===== src/rtl/pipe_ctrl_if.sv =====
// Handshake bundle between the pipeline datapath and its sequencer (pipe_ctrl).
// master = datapath side (drives hazard/branch/halt inputs), slave = pipe_ctrl.
interface pipe_ctrl_if;
    logic       enable;
    logic       start;
    logic       jump;
    logic       ex_is_load;
    logic [2:0] ex_dst;
    logic [2:0] id_src1;
    logic [2:0] id_src2;
    logic       id_src1_used;
    logic       id_src2_used;
    logic       wb_halt;

    logic       pc_en;
    logic       pc_load;
    logic       if_id_en;
    logic       id_ex_en;
    logic       ex_mem_en;
    logic       mem_wb_en;
    logic       if_id_flush;
    logic       id_ex_flush;
    logic       ex_mem_flush;
    logic       running;
    logic       halted;

    modport master (
        output enable, start, jump, ex_is_load, ex_dst, id_src1, id_src2,
               id_src1_used, id_src2_used, wb_halt,
        input  pc_en, pc_load, if_id_en, id_ex_en, ex_mem_en, mem_wb_en,
               if_id_flush, id_ex_flush, ex_mem_flush, running, halted
    );

    modport slave (
        input  enable, start, jump, ex_is_load, ex_dst, id_src1, id_src2,
               id_src1_used, id_src2_used, wb_halt,
        output pc_en, pc_load, if_id_en, id_ex_en, ex_mem_en, mem_wb_en,
               if_id_flush, id_ex_flush, ex_mem_flush, running, halted
    );
endinterface


===== src/rtl/pipe_ctrl.sv =====
// Run/halt sequencer for the 5-stage pipeline: stage enables, flushes, PC load/hold.
// Optional performance counters (stall_cnt/flush_cnt) when PIPE_CTRL_PERF_EN is defined.
module pipe_ctrl #(
    parameter int unsigned STALL_CYCLES = 1,
    parameter int unsigned CNT_W        = 16
) (
    input  logic             clock,
    input  logic             reset,
    pipe_ctrl_if.slave       bus
`ifdef PIPE_CTRL_PERF_EN
    ,
    output logic [CNT_W-1:0] stall_cnt,
    output logic [CNT_W-1:0] flush_cnt
`endif
);

    localparam int unsigned SC_W = 3;

    localparam logic [1:0] S_IDLE  = 2'd0;
    localparam logic [1:0] S_RUN   = 2'd1;
    localparam logic [1:0] S_STALL = 2'd2;
    localparam logic [1:0] S_HALT  = 2'd3;

    if ((STALL_CYCLES < 1) || (STALL_CYCLES > 7)) begin : g_bad_stall_cycles
        $error("pipe_ctrl: STALL_CYCLES must be in 1..7");
    end
    if (CNT_W < 1) begin : g_bad_cnt_w
        $error("pipe_ctrl: CNT_W must be at least 1");
    end

    logic [1:0]      state_q, state_d;
    logic [SC_W-1:0] cnt_q, cnt_d;
    logic            hazard_c;

    assign hazard_c = bus.ex_is_load &
                      ((bus.id_src1_used & (bus.id_src1 == bus.ex_dst)) |
                       (bus.id_src2_used & (bus.id_src2 == bus.ex_dst)));

    always_ff @(posedge clock or negedge reset) begin
        if (!reset) begin
            state_q <= S_IDLE;
            cnt_q   <= '0;
        end else begin
            state_q <= state_d;
            cnt_q   <= cnt_d;
        end
    end

    // Mealy outputs; priority halt > jump > bubble (stall or fresh hazard)
    always_comb begin
        state_d          = state_q;
        cnt_d            = cnt_q;
        bus.pc_en        = 1'b0;
        bus.pc_load      = 1'b0;
        bus.if_id_en     = 1'b0;
        bus.id_ex_en     = 1'b0;
        bus.ex_mem_en    = 1'b0;
        bus.mem_wb_en    = 1'b0;
        bus.if_id_flush  = 1'b0;
        bus.id_ex_flush  = 1'b0;
        bus.ex_mem_flush = 1'b0;
        bus.running      = (state_q == S_RUN) || (state_q == S_STALL);
        bus.halted       = (state_q == S_HALT);

        if (bus.enable) begin
            case (state_q)
                S_IDLE, S_HALT: begin
                    if (bus.start) state_d = S_RUN;
                end
                S_RUN, S_STALL: begin
                    if (bus.wb_halt) begin
                        bus.mem_wb_en = 1'b1;
                        state_d       = S_HALT;
                        cnt_d         = '0;
                    end else if (bus.jump) begin
                        bus.pc_en        = 1'b1;
                        bus.pc_load      = 1'b1;
                        bus.if_id_en     = 1'b1;
                        bus.id_ex_en     = 1'b1;
                        bus.ex_mem_en    = 1'b1;
                        bus.mem_wb_en    = 1'b1;
                        bus.if_id_flush  = 1'b1;
                        bus.id_ex_flush  = 1'b1;
                        bus.ex_mem_flush = 1'b1;
                        state_d          = S_RUN;
                        cnt_d            = '0;
                    end else if ((state_q == S_STALL) || hazard_c) begin
                        bus.id_ex_en    = 1'b1;
                        bus.id_ex_flush = 1'b1;
                        bus.ex_mem_en   = 1'b1;
                        bus.mem_wb_en   = 1'b1;
                        if (state_q == S_STALL) begin
                            if (cnt_q <= SC_W'(1)) begin
                                state_d = S_RUN;
                                cnt_d   = '0;
                            end else begin
                                cnt_d = cnt_q - SC_W'(1);
                            end
                        end else if (STALL_CYCLES > 1) begin
                            state_d = S_STALL;
                            cnt_d   = SC_W'(STALL_CYCLES - 1);
                        end
                    end else begin
                        bus.pc_en     = 1'b1;
                        bus.if_id_en  = 1'b1;
                        bus.id_ex_en  = 1'b1;
                        bus.ex_mem_en = 1'b1;
                        bus.mem_wb_en = 1'b1;
                    end
                end
                default: ;
            endcase
        end
    end

`ifdef PIPE_CTRL_PERF_EN
    logic [CNT_W-1:0] stall_cnt_q, stall_cnt_d;
    logic [CNT_W-1:0] flush_cnt_q, flush_cnt_d;
    logic             go_run_c;

    // A bubble is an id_ex flush without a PC load; outputs are already gated by enable
    always_comb begin
        go_run_c    = bus.enable & bus.start & ((state_q == S_IDLE) || (state_q == S_HALT));
        stall_cnt_d = stall_cnt_q;
        flush_cnt_d = flush_cnt_q;
        if (go_run_c) begin
            stall_cnt_d = '0;
            flush_cnt_d = '0;
        end else begin
            if (bus.id_ex_flush && !bus.pc_load && (stall_cnt_q != '1))
                stall_cnt_d = stall_cnt_q + CNT_W'(1);
            if (bus.pc_load && (flush_cnt_q != '1))
                flush_cnt_d = flush_cnt_q + CNT_W'(1);
        end
    end

    always_ff @(posedge clock or negedge reset) begin
        if (!reset) begin
            stall_cnt_q <= '0;
            flush_cnt_q <= '0;
        end else begin
            stall_cnt_q <= stall_cnt_d;
            flush_cnt_q <= flush_cnt_d;
        end
    end

    assign stall_cnt = stall_cnt_q;
    assign flush_cnt = flush_cnt_q;
`endif

endmodule


===== src/flat_wrapper.sv =====
// flat-port wrapper written by rule: the top's interface ports become plain ports
module pipe_ctrl_flat 
#(
    parameter int unsigned STALL_CYCLES = 1,
    parameter int unsigned CNT_W        = 16
)
  (clock, reset, bus_enable, bus_start, bus_jump, bus_ex_is_load, bus_ex_dst, bus_id_src1, bus_id_src2, bus_id_src1_used, bus_id_src2_used, bus_wb_halt, bus_pc_en, bus_pc_load, bus_if_id_en, bus_id_ex_en, bus_ex_mem_en, bus_mem_wb_en, bus_if_id_flush, bus_id_ex_flush, bus_ex_mem_flush, bus_running, bus_halted);
  pipe_ctrl_if bus_i ();
  input  logic clock;
  input  logic reset;
  input wire logic [$bits(bus_i.enable)-1:0] bus_enable;
  input wire logic [$bits(bus_i.start)-1:0] bus_start;
  input wire logic [$bits(bus_i.jump)-1:0] bus_jump;
  input wire logic [$bits(bus_i.ex_is_load)-1:0] bus_ex_is_load;
  input wire logic [$bits(bus_i.ex_dst)-1:0] bus_ex_dst;
  input wire logic [$bits(bus_i.id_src1)-1:0] bus_id_src1;
  input wire logic [$bits(bus_i.id_src2)-1:0] bus_id_src2;
  input wire logic [$bits(bus_i.id_src1_used)-1:0] bus_id_src1_used;
  input wire logic [$bits(bus_i.id_src2_used)-1:0] bus_id_src2_used;
  input wire logic [$bits(bus_i.wb_halt)-1:0] bus_wb_halt;
  output wire logic [$bits(bus_i.pc_en)-1:0] bus_pc_en;
  output wire logic [$bits(bus_i.pc_load)-1:0] bus_pc_load;
  output wire logic [$bits(bus_i.if_id_en)-1:0] bus_if_id_en;
  output wire logic [$bits(bus_i.id_ex_en)-1:0] bus_id_ex_en;
  output wire logic [$bits(bus_i.ex_mem_en)-1:0] bus_ex_mem_en;
  output wire logic [$bits(bus_i.mem_wb_en)-1:0] bus_mem_wb_en;
  output wire logic [$bits(bus_i.if_id_flush)-1:0] bus_if_id_flush;
  output wire logic [$bits(bus_i.id_ex_flush)-1:0] bus_id_ex_flush;
  output wire logic [$bits(bus_i.ex_mem_flush)-1:0] bus_ex_mem_flush;
  output wire logic [$bits(bus_i.running)-1:0] bus_running;
  output wire logic [$bits(bus_i.halted)-1:0] bus_halted;
  assign bus_i.enable = bus_enable;
  assign bus_i.start = bus_start;
  assign bus_i.jump = bus_jump;
  assign bus_i.ex_is_load = bus_ex_is_load;
  assign bus_i.ex_dst = bus_ex_dst;
  assign bus_i.id_src1 = bus_id_src1;
  assign bus_i.id_src2 = bus_id_src2;
  assign bus_i.id_src1_used = bus_id_src1_used;
  assign bus_i.id_src2_used = bus_id_src2_used;
  assign bus_i.wb_halt = bus_wb_halt;
  assign bus_pc_en = bus_i.pc_en;
  assign bus_pc_load = bus_i.pc_load;
  assign bus_if_id_en = bus_i.if_id_en;
  assign bus_id_ex_en = bus_i.id_ex_en;
  assign bus_ex_mem_en = bus_i.ex_mem_en;
  assign bus_mem_wb_en = bus_i.mem_wb_en;
  assign bus_if_id_flush = bus_i.if_id_flush;
  assign bus_id_ex_flush = bus_i.id_ex_flush;
  assign bus_ex_mem_flush = bus_i.ex_mem_flush;
  assign bus_running = bus_i.running;
  assign bus_halted = bus_i.halted;
  pipe_ctrl #(.STALL_CYCLES(STALL_CYCLES), .CNT_W(CNT_W)) u_core (.clock(clock), .reset(reset), .bus(bus_i));
endmodule

===== config.mk =====
export PLATFORM = sky130hd
export DESIGN_NAME = pipe_ctrl_flat
export DESIGN_NICKNAME = d
export VERILOG_FILES = /design/src/rtl/pipe_ctrl_if.sv /design/src/rtl/pipe_ctrl.sv /design/src/flat_wrapper.sv
export SDC_FILE = /design/constraint.sdc
export NUM_CORES = 1
export LEC_CHECK = 0
export ABC_AREA = 0
export CAP_MARGIN = 0
export CORE_AREA = 5 5 42 44
export DETAILED_ROUTE_END_ITERATION = 16
export DIE_AREA = 0 0 47 49
export GPL_ROUTABILITY_DRIVEN = 0
export GPL_TIMING_DRIVEN = 1
export PLACE_DENSITY = 0.86
export SKIP_LAST_GASP = 1
export SLEW_MARGIN = 0
export SYNTH_ARGS = -nofsm -noshare
export SYNTH_HDL_FRONTEND = slang
export SYNTH_SLANG_ARGS = --single-unit

===== constraint.sdc =====
create_clock -name clock -period 5.55 [get_ports clock]
set_clock_uncertainty 0.2 [all_clocks]
set_input_delay 1.11 -clock clock [delete_from_list [all_inputs] [get_ports clock]]
set_output_delay 1.11 -clock clock [all_outputs]
set_load 0.02 [all_outputs]

== Yosys cells after proc, flatten, opt, wreduce, memory -nomap -nowiden ==
Index checks and enable logic that the tools add are counted.

* Output and inout port bits: 11
* Bits in registers: 5
* Logic and storage cells: 57
* Input port bits: 18

* Reduce and logical (&&, ||, !) cells: 9
* $add $sub $neg: 1
* Multiplexer cells: 31
* Eq/ne operators: 9
* Bitwise operators: 4
* $lt $le $gt $ge: 1

{| class="wikitable"
|+ Operators with widths
! operator !! count
|-
| $mux 1 || 19
|-
| $mux 3 || 5
|-
| $mux 2 || 6
|-
| $ne 4x3->1 const B || 3
|-
| $eq 3x3->1 || 2
|-
| $reduce_bool 3->1 || 2
|-
| $reduce_and 5->1 || 1
|-
| $eq 2x2->1 const B || 2
|-
| $pmux 2 s2 || 1
|-
| $reduce_and 4->1 || 1
|-
| $reduce_or 2->1 || 2
|-
| $and 1x1->1 || 3
|-
| $le 3x1->1 const B || 1
|-
| $sub 3x1->3 const B || 1
|-
| $eq 2x1->1 const B || 1
|-
| $logic_not 2->1 || 1
|-
| $logic_or 1x1->1 || 2
|-
| $ne 2x2->1 const B || 1
|-
| $or 1x1->1 || 1
|}

== Depth between registers and ports, before layout ==
Gate-level depths: netlist of run 1.

* Depth after elaboration: 10
* Depth in mapped cells: 7
* Depth with buffers taken out: 7

== Worst setup path after synthesis of run 1 ==
OpenSTA, ideal clock, no wires.

* Kind: input port to output port
* From: input port bus_enable
* To: output port bus_pc_en
* Path buffers: 1
* Data required time: 4240 ps
* Stages on the path: 4
* Data arrival time: 2386 ps
* Slack: 1854 ps
* Cells stage by stage: and2b_1 > nor2b_1 > o21a_1 > buf_4

* Cells in the longest elaborated chain, start to end: 1

{| class="wikitable"
|+ RTL lines
! what !! RTL line !! RTL
|-
| from (decl) || flat_wrapper.sv:11 || <nowiki>input wire logic [$bits(bus_i.enable)-1:0] bus_enable;</nowiki>
|-
| $mux 1 || - ||
|-
| to (decl) || flat_wrapper.sv:21 || <nowiki>output wire logic [$bits(bus_i.pc_en)-1:0] bus_pc_en;</nowiki>
|}

Every way passes these cells.

== Worst setup path after layout of run 1 ==
* From: input port bus_enable
* To: output port bus_ex_mem_flush

* Cells in the longest elaborated chain, start to end: 1

{| class="wikitable"
|+ RTL lines
! what !! RTL line !! RTL
|-
| $mux 1 || pipe_ctrl.sv:65 || <nowiki>if (bus.enable) begin</nowiki>
|-
| to (decl) || flat_wrapper.sv:29 || <nowiki>output wire logic [$bits(bus_i.ex_mem_flush)-1:0] bus_ex_mem_flush;</nowiki>
|}

Every way passes these cells.

==> results.yml, run 1 <==
run_status:
  status: "finished clean"
clock_network:
  clkSlewWorstSetupHoldPaths_ps: 50
  cts-root-buf: "clkbuf_4"
  htree_levels: 1
  holdBufCountCts: 0
  clkLatencyLatePin_ps: 240
  cts_resized: 0
  cts_setup_buffers: 0
  cts_buffer_depth: 2
  cts_buffers: 3
  cts_tree: "yes"
  cts_sinks: 5
placement:
  dp_cells: 97
  dpl.hpwl_mm: 1.10
  portBuffers: 28
critical_path:
  cp.required_ps: 4240
  cp_cell_sequence: "clkdlybuf4s50_1, and2b_1, nor2b_1, and2_2, clkdlybuf4s50_1"
  slowest_delay_ps: 600
  cpMaxStageDelayCell: "clkdlybuf4s50_1"
  cpMostUsedCell: "clkdlybuf4s50_1"
  startpoint_type: "input pin"
  crit_family: "buffers and inverters"
  cp.arrival_ps: 2960
  worst_setup_path_end_kind: "primary output"
  path_class: "input pin to primary output"
  path_max_fanout: 5
  crit_buf_inv: 2
global_route:
  grt_use_total_pct: 12.3
  grt_max_degree: 6
  gr-total-overflow: 0
  grt_pass1_vias: 509
  grt_first_pass_wirelength_mm: 2.10
  antenna_found_initial: 0
cells_and_area:
  diodes: 0
  seq_area_um2: 125
  layout.nets: 109
  drive_gt1_share_pct: 11.8
  instances_no_fill: 101
  area_growth_pct: 59.1
  multi_input_area_um2: 324
  nFillCells: 127
run:
  maxCapViolCount: 0
sta:
  finalHoldViolCount: 0
  fin_setup_tns_ps: 0
  slew_headroom_pct: 79.5
  setup_violations: 0
  slew_violations: 0
  fmax_mhz: 234
  fin_crit_sh_pct: 76.9
  fin_crit_ps: 4270
  rsz0062_at_grt: "no"
  worst_pin_slew_ps: 307
synthesis:
  syn_area_um2: 502
  synth_cell_types: 25
  synthArstFlopShare_pct: 100
  synthesis.nets: 80
  synth_seq_cells: 5
  yosysWarningCount: 0
  synthFlopType: "dfrtp_1"
  avgSynthCellArea_um2: 8.80
  yosysSeqAreaShare_pct: 24.9
  synth_edf_count: 0
  syn_inst: 57
power_and_ir_drop:
  vdd_ir_drop_max_mv: 0.119
  p_leak_uw: 0.000330
  p_per_area_nw_per_um2: 255
detailed_routing:
  drcViolationCount: 0
  via_count: 500
  avgRoutedWirePerCell_um: 12.7
  drtIter0Drc: 10
  ant_nets: 0
  drtPass1Iterations: 4
  vias_per_cell: 4.95
  wirelength_mm: 1.28
min_path:
  hp-class: "register to register"
floorplan:
  row_count: 14
  die_height_um: 49
  dieArea_um2: 2300
  initial_core_util_pct: 35.8
  core_area_um2: 1400
  fp.dieW_um: 47
  io_pins: 29
[metal layers]
| metal | global-route usage [%] | vias up | part of all wire, % |
|---|---|---|---|
| met3 | 4.06 | 2 | 12 |
| met4 | 5.53 | 0 | 0.94 |
| li1 | - | 245 | - |
| met1 | 13.1 | 220 | 37 |
| met5 | 0 | - | 0 |
| met2 | 20.8 | 33 | 50 |
[through the flow]
| stage | hold WS [ps] | util, % | cell area (um^2) | total power (uW) | setup slack [ps] |
|---|---|---|---|---|---|
| after floorplan | 280 | - | 502 | 112 | 1850 |
| after global placement | 303 | 55.1 | 772 | 159 | 1280 |
| after detailed placement | 323 | 55.1 | 772 | 162 | 1290 |
| after CTS | 347 | 57.0 | 798 | 207 | 1280 |
| after global routing | 373 | 57.0 | 798 | 218 | 1180 |
| final | 346 | 57.0 | 798 | 204 | 1280 |
[tightest hold or removal path: cells and delay by family (launching register included)]
family | cells | cell delay [ps]
AND/OR/NAND/NOR | 1 | 60
flip-flops | 1 | 380
buffers and inverters | 1 | 70
[cells in the mapped netlist (2+ instances only)]
master	n	share of area, %
nand2b_1	2	2.5
nor2_1	5	3.7
buf_4	4	6.0
ha_1	5	12
o21ai_0	3	3.0
inv_1	6	4.5
dfrtp_1	5	25
xnor2_1	6	10
nand4_1	3	3.7
nand2_1	3	2.2
[power breakdown]
part | switching [uW] | internal, uW
clock | 15.5 | 27.2
combinational | 59.4 | 57.8
sequential | 3.58 | 40.3
total | 78.4 | 125
[cell type report]
class	instances	share of cell area [%]
clock buffers	4	3.29
flip-flops and latches	5	15.7
well taps	16	2.51
multi-input cells	42	40.6
inverters	6	2.82
repair buffers	28	35.1
[sequential cells by signal, indices dropped and copies added (netlist names)]
register and flops:
u_core.cnt_q 3, u_core.state_q 2
[layout by cell type (no fill, tap or decap)]
master	instances
nand4_1	3
a21boi_2	1
clkbuf_4	3
ha_1	5
clkbuf_1	1
o21bai_1	1
mux2i_1	1
o31a_2	1
dfrtp_1	5
or2_4	1
a31oi_1	1
clkdlybuf4s50_1	28
and2b_1	1
o21ai_2	1
inv_1	6
xnor2_1	6
nor2b_1	1
o21ai_0	3
o221ai_2	1
nand2_1	3
o21a_1	1
and2_2	1
a32o_1	1
a21oi_2	1
nand2b_1	2
nor2_1	5
nand3b_1	1
[worst paths after layout]
check | start | endpoint | slack [ps] | cells after the start
worst max-delay path | bus_enable | bus_ex_mem_flush | 1280 | 5
worst min-delay path | u_core.state_q[0]$_DFFE_PN0P_ | u_core.state_q[0]$_DFFE_PN0P_ | 350 | 2
worst max register to register | u_core.state_q[0]$_DFFE_PN0P_ | u_core.state_q[1]$_DFFE_PN0P_ | 3820 | 7
worst min register to register | u_core.state_q[0]$_DFFE_PN0P_ | u_core.state_q[0]$_DFFE_PN0P_ | 350 | 2
max in group asynchronous | reset | u_core.cnt_q[0]$_DFFE_PN0P_ | 4080 | 1
min in group asynchronous | reset | u_core.state_q[0]$_DFFE_PN0P_ | 890 | 1
[cell families after synthesis]
group,after synthesis,synth area share [%]
AND/OR/NAND/NOR,18,19.7
AO/OA/AOI/OAI,12,20.0
buffers and inverters,10,10.5
XOR/XNOR,6,10.5
adder cells (fa/ha/maj),5,12.5
flip-flops,5,24.9
multiplexers,1,2.00
Note: power is estimated with default switching activity, not from simulation.
==> run 2, diff against run 1 <==
- CORE_AREA: 5 5 42 44 -> unset
- CORE_MARGIN: unset -> 5
- CORE_UTILIZATION: unset -> 33
- DIE_AREA: 0 0 47 49 -> unset
- PLACE_DENSITY: 0.86 -> 0.8
- clock period: 5.55 -> 3.7 ns (I/O delays scaled with it)
==> run 2 against run 1 <==
Global-route usage fell by 1.6 points; first-iteration DRC count fell by 30%; final area did not move; wire length fell by 9.8%; count of clock-buffer cells in the layout did not move; die area rose by 4.2%; sequential power rose by 48%; critical path type unchanged.
==> results.yml, run 2 (synthesis gave the netlist of run 1 again) <==
run_status:
  status: "finished clean"
clock_network:
  cts_setup_buffers: 0
  htree_levels: 1
  cts_buffers: 3
  cts_resized: 0
  clkLatencyLatePin_ps: 240
  clkSlewWorstSetupHoldPaths_ps: 40
  cts-root-buf: "clkbuf_4"
  holdBufCountCts: 0
  cts_buffer_depth: 2
  cts_tree: "yes"
  cts_sinks: 5
placement:
  placed_cell_area_um2: 772
  portBuffers: 28
  dpl.hpwl_mm: 1.06
sta:
  fin_setup_tns_ps: 0
  setup_violations: 0
  fmax_mhz: 287
  worst_pin_slew_ps: 283
  fin_crit_ps: 3490
  rsz0062_at_grt: "no"
  fin_crit_sh_pct: 94.2
  slew_violations: 0
  finalHoldViolCount: 0
  slew_headroom_pct: 81.1
detailed_routing:
  drcViolationCount: 0
  vias_per_cell: 4.78
  ant_nets: 0
  wirelength_mm: 1.15
  drtPass1Iterations: 4
  via_count: 483
  drtIter0Drc: 7
  avgRoutedWirePerCell_um: 11.4
global_route:
  antenna_found_initial: 0
  grt_first_pass_wirelength_mm: 2.11
  grt_max_degree: 6
  grt_pass1_vias: 506
  gr-total-overflow: 0
  grt_use_total_pct: 10.7
critical_path:
  path_max_fanout: 5
  rr_worst_depth: 7
  worst_setup_path_end_kind: "primary output"
  startpoint_type: "input pin"
  cp.required_ps: 2760
  critPathLaunch: "bus_enable"
  regToRegSetupSlack_ps: 1910
  cp.arrival_ps: 2550
  regToRegStartpoint: "u_core.state_q[0]$_DFFE_PN0P_"
  path_class: "input pin to primary output"
  r2r_end: "u_core.state_q[1]$_DFFE_PN0P_"
power_and_ir_drop:
  p_leak_uw: 0.000330
  p_per_area_nw_per_um2: 376
  intPower_uw: 188
  pwr-share-seq_pct: 21.6
  clockPowerShare_pct: 20.3
  p_comb_share_pct: 58.1
  vdd_ir_drop_max_mv: 0.178
  p_sw_share_pct: 37.4
  p_sw_uw: 112
cells_and_area:
  reg_top3: "u_core.cnt_q (3), u_core.state_q (2)"
  final_cell_mix: "clkdlybuf4s50_1 (28), inv_1 (6), xnor2_1 (6)"
  layout.nets: 109
  mostFrequentLayoutCell: "clkdlybuf4s50_1"
  nFillCells: 145
  final_area_um2: 798
  largest_reg_flops: 3
  diodes: 0
  top_register: "u_core.cnt_q"
  area_growth_pct: 59.1
  drive_gt1_share_pct: 11.8
floorplan:
  die_height_um: 49.0
  initial_core_util_pct: 34.1
  fp.dieW_um: 49.0
  io_pins: 29
  dieArea_um2: 2400
  row_count: 14
  core_area_um2: 1470
min_path:
  hp-class: "register to register"
  min_from: "u_core.cnt_q[1]$_DFFE_PN0P_"
  min_to: "u_core.cnt_q[1]$_DFFE_PN0P_"
  min_path_cells: 1
run:
  maxCapViolCount: 0
## run 2: cell counts in the layout (fill, tap and decap cells not counted)
No cell type changed its count.
## run 2: metal layers
layer	wire length, um	up-vias	global-route usage, %	share of wire [%]
li1	-	247	-	-
met1	478	218	11.4	41
met2	590	16	18.9	51
met3	71	2	3.67	6.2
met4	14	0	4.04	1.2
met5	0	-	0	0
## run 2: area by class of cell
| cell class | instances | area (um^2) | share of cell area [%] |
|---|---|---|---|
| Inverter | 6 | 22.5 | 2.82 |
| Sequential cell | 5 | 125 | 15.7 |
| Tap cell | 16 | 20.0 | 2.51 |
| Timing Repair Buffer | 28 | 280 | 35.1 |
| Clock buffer | 4 | 26.3 | 3.29 |
| Multi-Input combinational cell | 42 | 324 | 40.6 |
## run 2: critical path: stages
cell and delay [ps]:
clkdlybuf4s50_1 490, and2b_1 200, nor2b_1 300, and2_2 220
clkdlybuf4s50_1 600
## run 2: how the worst max path moves through the flow
stage,end,cells after the start
2_1_floorplan,bus_pc_en,6
3_3_place_gp,bus_pc_en,7
3_5_place_dp,bus_if_id_flush,5
4_1_cts,bus_if_id_flush,5
5_1_grt,bus_if_id_en,7
6_report,bus_if_id_flush,5
## run 2: metrics by stage
step	setup WS [ps]	std cells	power (uW)	hold WS (ps)	util, %
2_1_floorplan	711	57	169	244	-
5_1_grt	130	101	325	376	54.3
3_3_place_gp	246	97	238	312	52.5
3_5_place_dp	212	97	242	325	52.5
4_1_cts	206	101	306	335	54.3
6_report	214	101	300	333	54.3
## run 2: power by group through the flow
stage / sequential [uW] / combinational (uW) / clock, uW
2_1_floorplan: 64.7 / 104 / 0
3_3_place_gp: 65.3 / 173 / 0
3_5_place_dp: 65.8 / 176 / 0
4_1_cts: 65.0 / 177 / 64.3
5_1_grt: 66.6 / 190 / 69.0
6_report: 64.9 / 174 / 60.9
